## config.mk

```make
export PLATFORM = sky130hd
export DESIGN_NAME = reaction_timer
export DESIGN_NICKNAME = d
export VERILOG_FILES = /design/src/rtl/reaction_timer.sv
export SDC_FILE = /design/constraint.sdc
export NUM_CORES = 1
export LEC_CHECK = 0
export CORE_MARGIN = 8
export CORE_UTILIZATION = 45
export DETAILED_ROUTE_END_ITERATION = 10
export PLACE_DENSITY = 0.69
export SLEW_MARGIN = 40
export SYNTH_ARGS = -nofsm -noshare
export SYNTH_HDL_FRONTEND = slang
export SYNTH_SLANG_ARGS = --single-unit
```

## constraint.sdc

```tcl
create_clock -name clk -period 2.3 [get_ports clk]
set_input_delay 0.23 -clock clk [delete_from_list [all_inputs] [get_ports clk]]
set_output_delay 0.23 -clock clk [all_outputs]
set_load 0.02 [all_outputs]
```

## src/rtl/reaction_timer.sv

```systemverilog
// Reaction timer: counts ticks from stimulus (start) to response, flags false starts.
// Optional REACTION_TIMER_RESP_SYNC_EN adds a 2-flop synchroniser on resp.
module reaction_timer #(
    parameter int WIDTH = 14
) (
    input  logic             clk,
    input  logic             rst_n,
    input  logic             arm,
    input  logic             start,
    input  logic             tick,
    input  logic             resp,
    output logic [WIDTH-1:0] elapsed,
    output logic             valid,
    output logic             overflow,
    output logic             false_start,
    output logic             busy
);

    typedef enum logic [1:0] {
        IDLE,
        ARMED,
        TIMING,
        HOLD
    } state_t;

    localparam logic [WIDTH-1:0] MAX   = '1;
    localparam logic [WIDTH-1:0] MAXM1 = {{(WIDTH-1){1'b1}}, 1'b0};

    state_t           state;
    state_t           state_nx;
    logic [WIDTH-1:0] count;
    logic             sat;
    logic             resp_e;
    logic             do_fs;
    logic             do_valid;
    logic             clr;
    logic             inc;

`ifdef REACTION_TIMER_RESP_SYNC_EN
    logic [1:0] resp_sync;

    always_ff @(posedge clk or negedge rst_n) begin
        if (!rst_n) begin
            resp_sync <= 2'b00;
        end else begin
            resp_sync <= {resp_sync[0], resp};
        end
    end

    assign resp_e = resp_sync[1];
`else
    assign resp_e = resp;
`endif

    always_ff @(posedge clk or negedge rst_n) begin
        if (!rst_n) begin
            state <= IDLE;
        end else begin
            state <= state_nx;
        end
    end

    // A response in ARMED is a false start even if start arrives with it.
    always_comb begin
        state_nx = state;
        do_fs    = 1'b0;
        do_valid = 1'b0;
        clr      = 1'b0;
        inc      = 1'b0;
        unique case (state)
            IDLE: begin
                if (arm) state_nx = ARMED;
            end
            ARMED: begin
                if (resp_e) begin
                    state_nx = HOLD;
                    do_fs    = 1'b1;
                end else if (start) begin
                    state_nx = TIMING;
                    clr      = 1'b1;
                end
            end
            TIMING: begin
                if (resp_e) begin
                    state_nx = HOLD;
                    do_valid = 1'b1;
                end else if (tick) begin
                    inc = 1'b1;
                end
            end
            HOLD: begin
                if (!resp_e) state_nx = IDLE;
            end
            default: state_nx = IDLE;
        endcase
    end

    always_ff @(posedge clk or negedge rst_n) begin
        if (!rst_n) begin
            count       <= '0;
            sat         <= 1'b0;
            elapsed     <= '0;
            valid       <= 1'b0;
            overflow    <= 1'b0;
            false_start <= 1'b0;
        end else begin
            valid       <= do_valid;
            false_start <= do_fs;
            if (clr) begin
                count <= '0;
                sat   <= 1'b0;
            end else if (inc && !sat) begin
                count <= count + 1'b1;
                sat   <= (count == MAXM1);
            end
            if (do_valid) begin
                elapsed  <= count;
                overflow <= sat;
            end
        end
    end

    assign busy = (state == ARMED) || (state == TIMING);

endmodule

```

==> metrics.md, run 1 <==
| Metric | Value |
|---|---|
| Clock latency at the later pin of the worst-skew pair | 0.33 ns |
| Hold_buf cts | 0 |
| Final number of hold-violating endpoints | 0 |
| Max_slew headroom | 71.8% |
| Path depth of the worst reg2reg path | 6 |
| Ant diodes | 0 |
| Die width | 74.7 um |
| Number of global-route vias before repair | 1126 |
| Crit path launch | state[1] |
| Final count of negative-setup-slack endpoints | 0 |
| H-tree depth reported by CTS | 2 |
| Highest Clock Rate | 505 MHz |
| Grt total ovfl | 0 |
| Class of the worst hold path | in2async |
| Number of logic stages on the critical path including buffering | 3 |
| Timing endpoint of the critical path | busy |
| Clock tree from TritonCTS | done |
| Cell taking the most area after synthesis | sky130_fd_sc_hd__dfrtp_1 |
| Setup TNS after final layout | 0 ns |
| Share of synthesized flip-flops with an asynchronous set or reset | 100% |
| Count of synthesis-stage warnings from yosys | 0 |
| Number of placed I/O pins | 24 |
| Outcome | finished clean |
| Critical path buffers and inverters | 2 |
| Post-Syn Area per Cell | 11.7 um2 |
| Buffer count from post-CTS setup fixing | 0 |
| Classification of the worst setup path | reg2out |
| Type of element capturing the critical path | output pin |
| Syn-to-layout area delta | 23.0% |
| Fillcell total | 299 |
| Vias per cell | 5.13 |
| Global-route wire length before repair | 4910 um |
| Initial antenna violation count | 0 |
| Die boundary height | 74.7 um |
| Max clock buf depth | 2 |
| Count of placed standard cells including taps | 203 |
| Routed length per placed instance | 13.7 um |
| Element type at the critical path start | flop |
| Maximum vdd drop | 496 uV |
| Std-Cell Core Area | 0.00334 mm2 |
| Yosys top cell area share | between 50% and 60% |
| Number of maximum-capacitance violations | 0 |
| Power consumption | 0.00155 W |
| Register area | 851 um2 |
| NumNets Final | 176 |
| Fraction of layout instances using a drive strength above 1 | 17.6% |
| Number of iterations in the first detailed-routing pass | 4 |
| Dominant synthesized flop cell | sky130_fd_sc_hd__dfrtp_1 |
| Share of the clock period used by the worst path after layout | 86.1% |
| Top cell family by delay on the critical path | buffers and inverters |
| Most numerous cell types in the synthesized netlist | sky130_fd_sc_hd__dfrtp_1 (34), sky130_fd_sc_hd__mux2_2 (15), sky130_fd_sc_hd__nand2_1 (9), sky130_fd_sc_hd__nor2_1 (9), sky130_fd_sc_hd__o21ai_0 (9) |
| Number of synthesized register bits | 34 |
| Number of buffers inserted during clock tree synthesis | 5 |
| Number of antenna-violating nets in the routed design | 0 |
| Effective utilization at floorplan | between 40% and 50% |
| Setup repair after global routing missed its margin | false |
| Critical-path cell with the highest stage delay | sky130_fd_sc_hd__clkdlybuf4s50_1 |
| Estimated wirelength of the detail-placed design | 2210 um |
| Launch point of the worst reg-to-reg path | state[0] |
| Port Buf Inserts | 23 |
| Net count after synthesis | about 150 |
| Setup slack, reg-to-reg | slightly above 0.4 ns |
| Footprint of the multi-input gates | roughly 660 um2 |
| Sequential fraction of the synthesis area | around 55% |
| FP Rows | 21 |
| Maximum fanout along the worst path | 5 |
| Critical path cell sequence | inv_1 -> ha_1 -> clkdlybuf4s50_1 |
| Total Wirelength | 2900 um |
| Post-Layout Cell Count | 211 |
| Number of enable-type register cells in the synthesized netlist | 0 |
| Resize count post-CTS | 0 |
| Post-Route Hold Slack | ~0.29 ns |
| Total routing resource utilization after global routing | 11.6% |
| Via count | 1083 |
| Total power per unit cell area | 813 mW/mm2 |
| Cell area after technology mapping | about 0.0016 mm2 |
| Final Slew Violations | 0 |
| Clock slew at reported path FFs | approximately 0.10 ns |
| Overall die area | 0.00559 mm2 |
| Placer's final routability congestion estimate | 0.807 |
| Worst clock skew on the final layout | between 0.004 and 0.005 ns |
| Initial DRC Count | 66 |
| Top cells by area, synth | sky130_fd_sc_hd__dfrtp_1 (55%), sky130_fd_sc_hd__mux2_2 (11%), sky130_fd_sc_hd__ha_1 (4.8%) |
| Worst-margin pin slew | 0.423 ns |
| Clock period minus worst slack | 1.98 ns |
| Critical Path AT | ~1.8 ns |
| Number of sinks driven by the clock tree | 34 |
| Pin count of the biggest net entering global routing | 35 |
| Most used standard cell by instance count after synthesis | sky130_fd_sc_hd__dfrtp_1 |
| Reported leakage power | 0.902 nW |
| Synthesized instance count | 133 |
| End of the worst register-to-register path | count[8] |
| Number of different library cells in the post-synthesis netlist | 27 |
| Slowest Stage Delay on Critical Path | 0.61 ns |
| Post-route DRC violation count | 0 |
| Data required time of the worst path | 2.07 ns |
| Cell chosen for the clock root | sky130_fd_sc_hd__clkbuf_4 |
[worst reg2reg max path, cell delays in order (launching register included)]
cell,delay [ns]
sky130_fd_sc_hd__dfrtp_1,0.41
sky130_fd_sc_hd__inv_1,0.13
sky130_fd_sc_hd__ha_1,0.21
sky130_fd_sc_hd__and4bb_1,0.34
sky130_fd_sc_hd__nand3_1,0.20
sky130_fd_sc_hd__or3_1,0.39
sky130_fd_sc_hd__a21oi_1,0.15
[area by class of cell]
type,instances,share of cell area (%)
Sequential cell,34,44.5
Clock buffer,7,2.88
Timing Repair Buffer,27,13.6
Clock inverter,1,0.262
Tap cell,46,3.01
Multi-Input combinational cell,90,34.5
Inverter,6,1.18
[cells in the final DEF, fill, tap and decap left out, types with 2 or more instances in the layout]
cell                              synthesis  routed
sky130_fd_sc_hd__a21oi_1                  6       6
sky130_fd_sc_hd__and2_1                   2       2
sky130_fd_sc_hd__buf_4                    0       4
sky130_fd_sc_hd__clkbuf_4                 0       5
sky130_fd_sc_hd__clkdlybuf4s50_1          0      23
sky130_fd_sc_hd__dfrtp_1                 34      34
sky130_fd_sc_hd__ha_1                     6       6
sky130_fd_sc_hd__inv_1                    6       6
sky130_fd_sc_hd__mux2_2                  15      15
sky130_fd_sc_hd__nand2_1                  9       9
sky130_fd_sc_hd__nand3_1                  6       6
sky130_fd_sc_hd__nand4_1                  4       4
sky130_fd_sc_hd__nor2_1                   9       9
sky130_fd_sc_hd__o21ai_0                  9       9
sky130_fd_sc_hd__or3_1                    6       6
sky130_fd_sc_hd__xor2_1                   7       7
[worst min path at each step]
| stage | endpoint | cells past startpoint | startpoint | slack, ns |
|---|---|---|---|---|
| after floorplan | count[0] | 0 | rst_n | -0.07 |
| after global placement | elapsed[0] | 2 | elapsed[0] | 0.46 |
| after detailed placement | elapsed[0] | 2 | elapsed[0] | 0.48 |
| after CTS | elapsed[8] | 2 | rst_n | 0.29 |
| after global routing | elapsed[8] | 2 | rst_n | 0.32 |
| final | elapsed[8] | 2 | rst_n | 0.29 |
[per-stage QoR]
stage | setup WS (ns) | utilization, % | area, um2
after floorplan | 0.681 | - | 1550
after global placement | 0.400 | 55.5 | 1850
after detailed placement | 0.293 | 55.5 | 1850
after CTS | 0.303 | 57.3 | 1910
after global routing | 0.241 | 57.3 | 1910
final | 0.320 | 57.3 | 1910
[cell families (layout without fill, tap and decap cells)]
| family | after synthesis | count (layout) | share of synthesized area, % |
|---|---|---|---|
| and+or+nand+nor | 43 | 43 | 15.7 |
| DFF | 34 | 34 | 54.8 |
| AOI/OAI and AO/OA | 19 | 19 | 7.09 |
| muxes | 15 | 15 | 10.9 |
| buffers and inverters | 9 | 41 | 2.74 |
| xor gates and xnor gates | 7 | 7 | 3.95 |
| adders and majority gates | 6 | 6 | 4.83 |
[power breakdown]
part           internal, W  total, W  switching [W]
Clock             0.000148  0.000332       0.000184
Combinational     0.000233  0.000504       0.000271
Sequential        0.000663  0.000718      0.0000542
Total              0.00104   0.00155       0.000509
[registers in the layout (all words and copies together), names as in the netlist]
register / count
count: 14
elapsed: 14
state: 2
false_start: 1
overflow: 1
sat: 1
valid: 1
[layer usage]
metal / GRT usage (%) / wire length (um)
met2: 19.3 / 1440
met4: 6.09 / 71
met3: 4.79 / 163
met5: 0 / 0
met1: 12.2 / 1220
(Power assumes the default switching activity.)
==> run 2: changes to the inputs <==
--- a/config.mk
+++ b/config.mk
@@ -9,6 +9,7 @@
 export CORE_UTILIZATION = 45
 export DETAILED_ROUTE_END_ITERATION = 10
 export PLACE_DENSITY = 0.69
+export RECOVER_POWER = 25
 export SLEW_MARGIN = 40
 export SYNTH_ARGS = -nofsm -noshare
 export SYNTH_HDL_FRONTEND = slang
==> metrics.md, run 2 (synthesized netlist as in run 1, its figures left out) <==
| Metric | Value |
|---|---|
| Final number of hold-violating endpoints | 0 (unchanged) |
| Clock latency at the later pin of the worst-skew pair | 0.33 ns (about the same) |
| Share of total power consumed by net switching | 32.8% (about the same) |
| Std-Cell Core Area | 0.00334 mm2 (unchanged) |
| Clock slew at reported path FFs | 0.09 ns (was 0.10 ns) |
| Overall die area | 0.00559 mm2 (unchanged) |
| Critical Path AT | 1.75 ns (about the same) |
| Worst-margin pin slew | 0.818 ns (was 0.423 ns) |
| Global-route wire length before repair | 4910 um (unchanged) |
| Share of power burned in registers | 46.2% (about the same) |
| Final Slew Violations | 0 (unchanged) |
| Largest registers ranked by flip-flop count | count: 14 flops, elapsed: 14 flops, state: 2 flops (unchanged) |
| Placer's final routability congestion estimate | 0.807 (unchanged) |
| Post-Route Hold Slack | 0.494 ns (was 0.293 ns) |
| Syn-to-layout area delta | 22.9% (was 23.0%) |
| Pin count of the biggest net entering global routing | 35 (unchanged) |
| Hold_buf cts | 0 (unchanged) |
| Clock period minus worst slack | 1.98 ns (about the same) |
| Ant diodes | 0 (unchanged) |
| Cell chosen for the clock root | sky130_fd_sc_hd__clkbuf_4 (unchanged) |
| Grt total ovfl | 0 (unchanged) |
| Highest Clock Rate | 505 MHz (about the same) |
| Total Wirelength | 2900 um (about the same) |
| Type of element capturing the critical path | output pin (unchanged) |
| Number of sinks driven by the clock tree | 34 (unchanged) |
| Number of iterations in the first detailed-routing pass | 4 (unchanged) |
| Leading cell type in the layout, fill and taps excluded | sky130_fd_sc_hd__dfrtp_1 (unchanged) |
| Maximum vdd drop | 496 uV (about the same) |
| Number of placed I/O pins | 24 (unchanged) |
| Number of antenna-violating nets in the routed design | 0 (unchanged) |
| Power consumption | 0.00155 W (about the same) |
| Vias per cell | 5.14 (was 5.13) |
| Resize count post-CTS | 0 (unchanged) |
| Reported leakage power | 0.901 nW (was 0.902 nW) |
| Logic gate share of total power | 32.4% (about the same) |
| Max clock buf depth | 2 (unchanged) |
| Port Buf Inserts | 23 (unchanged) |
| Clock tree from TritonCTS | done (unchanged) |
| Internal Pwr Total | 0.00104 W (about the same) |
| NumNets Final | 176 (unchanged) |
| Die boundary height | 74.7 um (unchanged) |
| FP Rows | 21 (unchanged) |
| Effective utilization at floorplan | 46.5% (unchanged) |
| Number of buffers inserted during clock tree synthesis | 5 (unchanged) |
| Die width | 74.7 um (unchanged) |
| Number of global-route vias before repair | 1126 (unchanged) |
| Via count | 1084 (was 1083) |
| Post-route DRC violation count | 0 (unchanged) |
| Setup repair after global routing missed its margin | false (unchanged) |
| Leading cell types in the layout, fill and taps excluded | sky130_fd_sc_hd__dfrtp_1 (34), sky130_fd_sc_hd__clkdlybuf4s50_1 (22), sky130_fd_sc_hd__mux2_2 (15) (was sky130_fd_sc_hd__dfrtp_1 (34), sky130_fd_sc_hd__clkdlybuf4s50_1 (23), sky130_fd_sc_hd__mux2_2 (15)) |
| Estimated wirelength of the detail-placed design | 2210 um (unchanged) |
| Buffer count from post-CTS setup fixing | 0 (unchanged) |
| Setup TNS after final layout | 0 ns (unchanged) |
| Switch Pwr | 0.000509 W (about the same) |
| Total power per unit cell area | 814 mW/mm2 (was 813 mW/mm2) |
| Element type at the critical path start | flop (unchanged) |
| Initial DRC Count | 66 (unchanged) |
| Data required time of the worst path | 2.07 ns (about the same) |
| Total routing resource utilization after global routing | 11.6% (unchanged) |
| Clock network power share | 21.4% (about the same) |
| Max_slew headroom | 45.5% (was 71.8%) |
| Share of the clock period used by the worst path after layout | 86.1% (about the same) |
| Worst clock skew on the final layout | 0.00461 ns (about the same) |
| Maximum fanout along the worst path | 5 (unchanged) |
| Routed length per placed instance | 13.7 um (about the same) |
| Fraction of layout instances using a drive strength above 1 | 17.6% (unchanged) |
| Outcome | finished clean (unchanged) |
| Classification of the worst setup path | reg2out (unchanged) |
| Class of the worst hold path | reg2reg (was in2async) |
| Final count of negative-setup-slack endpoints | 0 (unchanged) |
| Number of maximum-capacitance violations | 0 (unchanged) |
| H-tree depth reported by CTS | 2 (unchanged) |
| Initial antenna violation count | 0 (unchanged) |
[run 2: final timing paths]
kind / start / end / slack, ns / cells after the start
min: elapsed[0] / elapsed[0] / 0.49 / 2
min reg2reg: elapsed[0] / elapsed[0] / 0.49 / 2
max in group asynchronous: rst_n / count[0] / 1.27 / 2
max: state[1] / busy / 0.32 / 3
min in group asynchronous: rst_n / elapsed[8] / 0.51 / 2
max reg2reg: state[0] / count[8] / 0.41 / 6
[run 2: power groups by stage]
stage | clock, W | combinational, W | sequential, W
after CTS | 0.000350 | 0.000511 | 0.000717
after global placement | 0 | 0.000490 | 0.000723
final | 0.000332 | 0.000503 | 0.000718
after global routing | 0.000376 | 0.000553 | 0.000727
after floorplan | 0 | 0.000290 | 0.000755
after detailed placement | 0 | 0.000508 | 0.000729
[run 2: worst max-delay path, stage by stage (launching register included)]
cell and delay [ns]:
sky130_fd_sc_hd__dfrtp_1 0.43, sky130_fd_sc_hd__inv_1 0.09, sky130_fd_sc_hd__ha_1 0.29, sky130_fd_sc_hd__clkdlybuf4s50_1 0.61
[run 2: stage by stage]
| stage | util [%] | std cells | setup slack, ns | area, um2 |
|---|---|---|---|---|
| 2_1_floorplan | - | 133 | 0.681 | 1550 |
| 3_3_place_gp | 55.5 | 203 | 0.400 | 1850 |
| 3_5_place_dp | 55.5 | 203 | 0.293 | 1850 |
| 4_1_cts | 57.3 | 211 | 0.303 | 1910 |
| 5_1_grt | 57.2 | 211 | 0.241 | 1910 |
| 6_report | 57.2 | 211 | 0.320 | 1910 |
[run 2: final cells by class]
type,count,area (um2)
clock inverter,1,5.00
tap,46,57.6
timing repair buffer,27,258
inverter,6,22.5
sequential,34,851
clock buffer,7,55.1
fill,299,1430
multi-input combinational,90,659
[run 2: routing by layer]
| metal | vias to the layer above | GRT usage (%) | share of wire [%] | wire length (um) |
|---|---|---|---|---|
| met3 | 8 | 4.79 | 5.6 | 163 |
| met2 | 21 | 19.3 | 50 | 1440 |
| met4 | 0 | 6.09 | 2.5 | 71 |
| met5 | - | 0 | 0 | 0 |
| met1 | 524 | 12.2 | 42 | 1220 |
| li1 | 531 | - | - | - |
==> run 3: changes to the inputs <==
--- a/config.mk
+++ b/config.mk
@@ -10,7 +10,8 @@
 export DETAILED_ROUTE_END_ITERATION = 10
 export PLACE_DENSITY = 0.69
 export RECOVER_POWER = 25
-export SLEW_MARGIN = 40
+export SLEW_MARGIN = 25
 export SYNTH_ARGS = -nofsm -noshare
 export SYNTH_HDL_FRONTEND = slang
 export SYNTH_SLANG_ARGS = --single-unit
+export TNS_END_PERCENT = 30
==> results of run 3 <==
No change in the layout: final DEF, timing and power equal those of run 2.
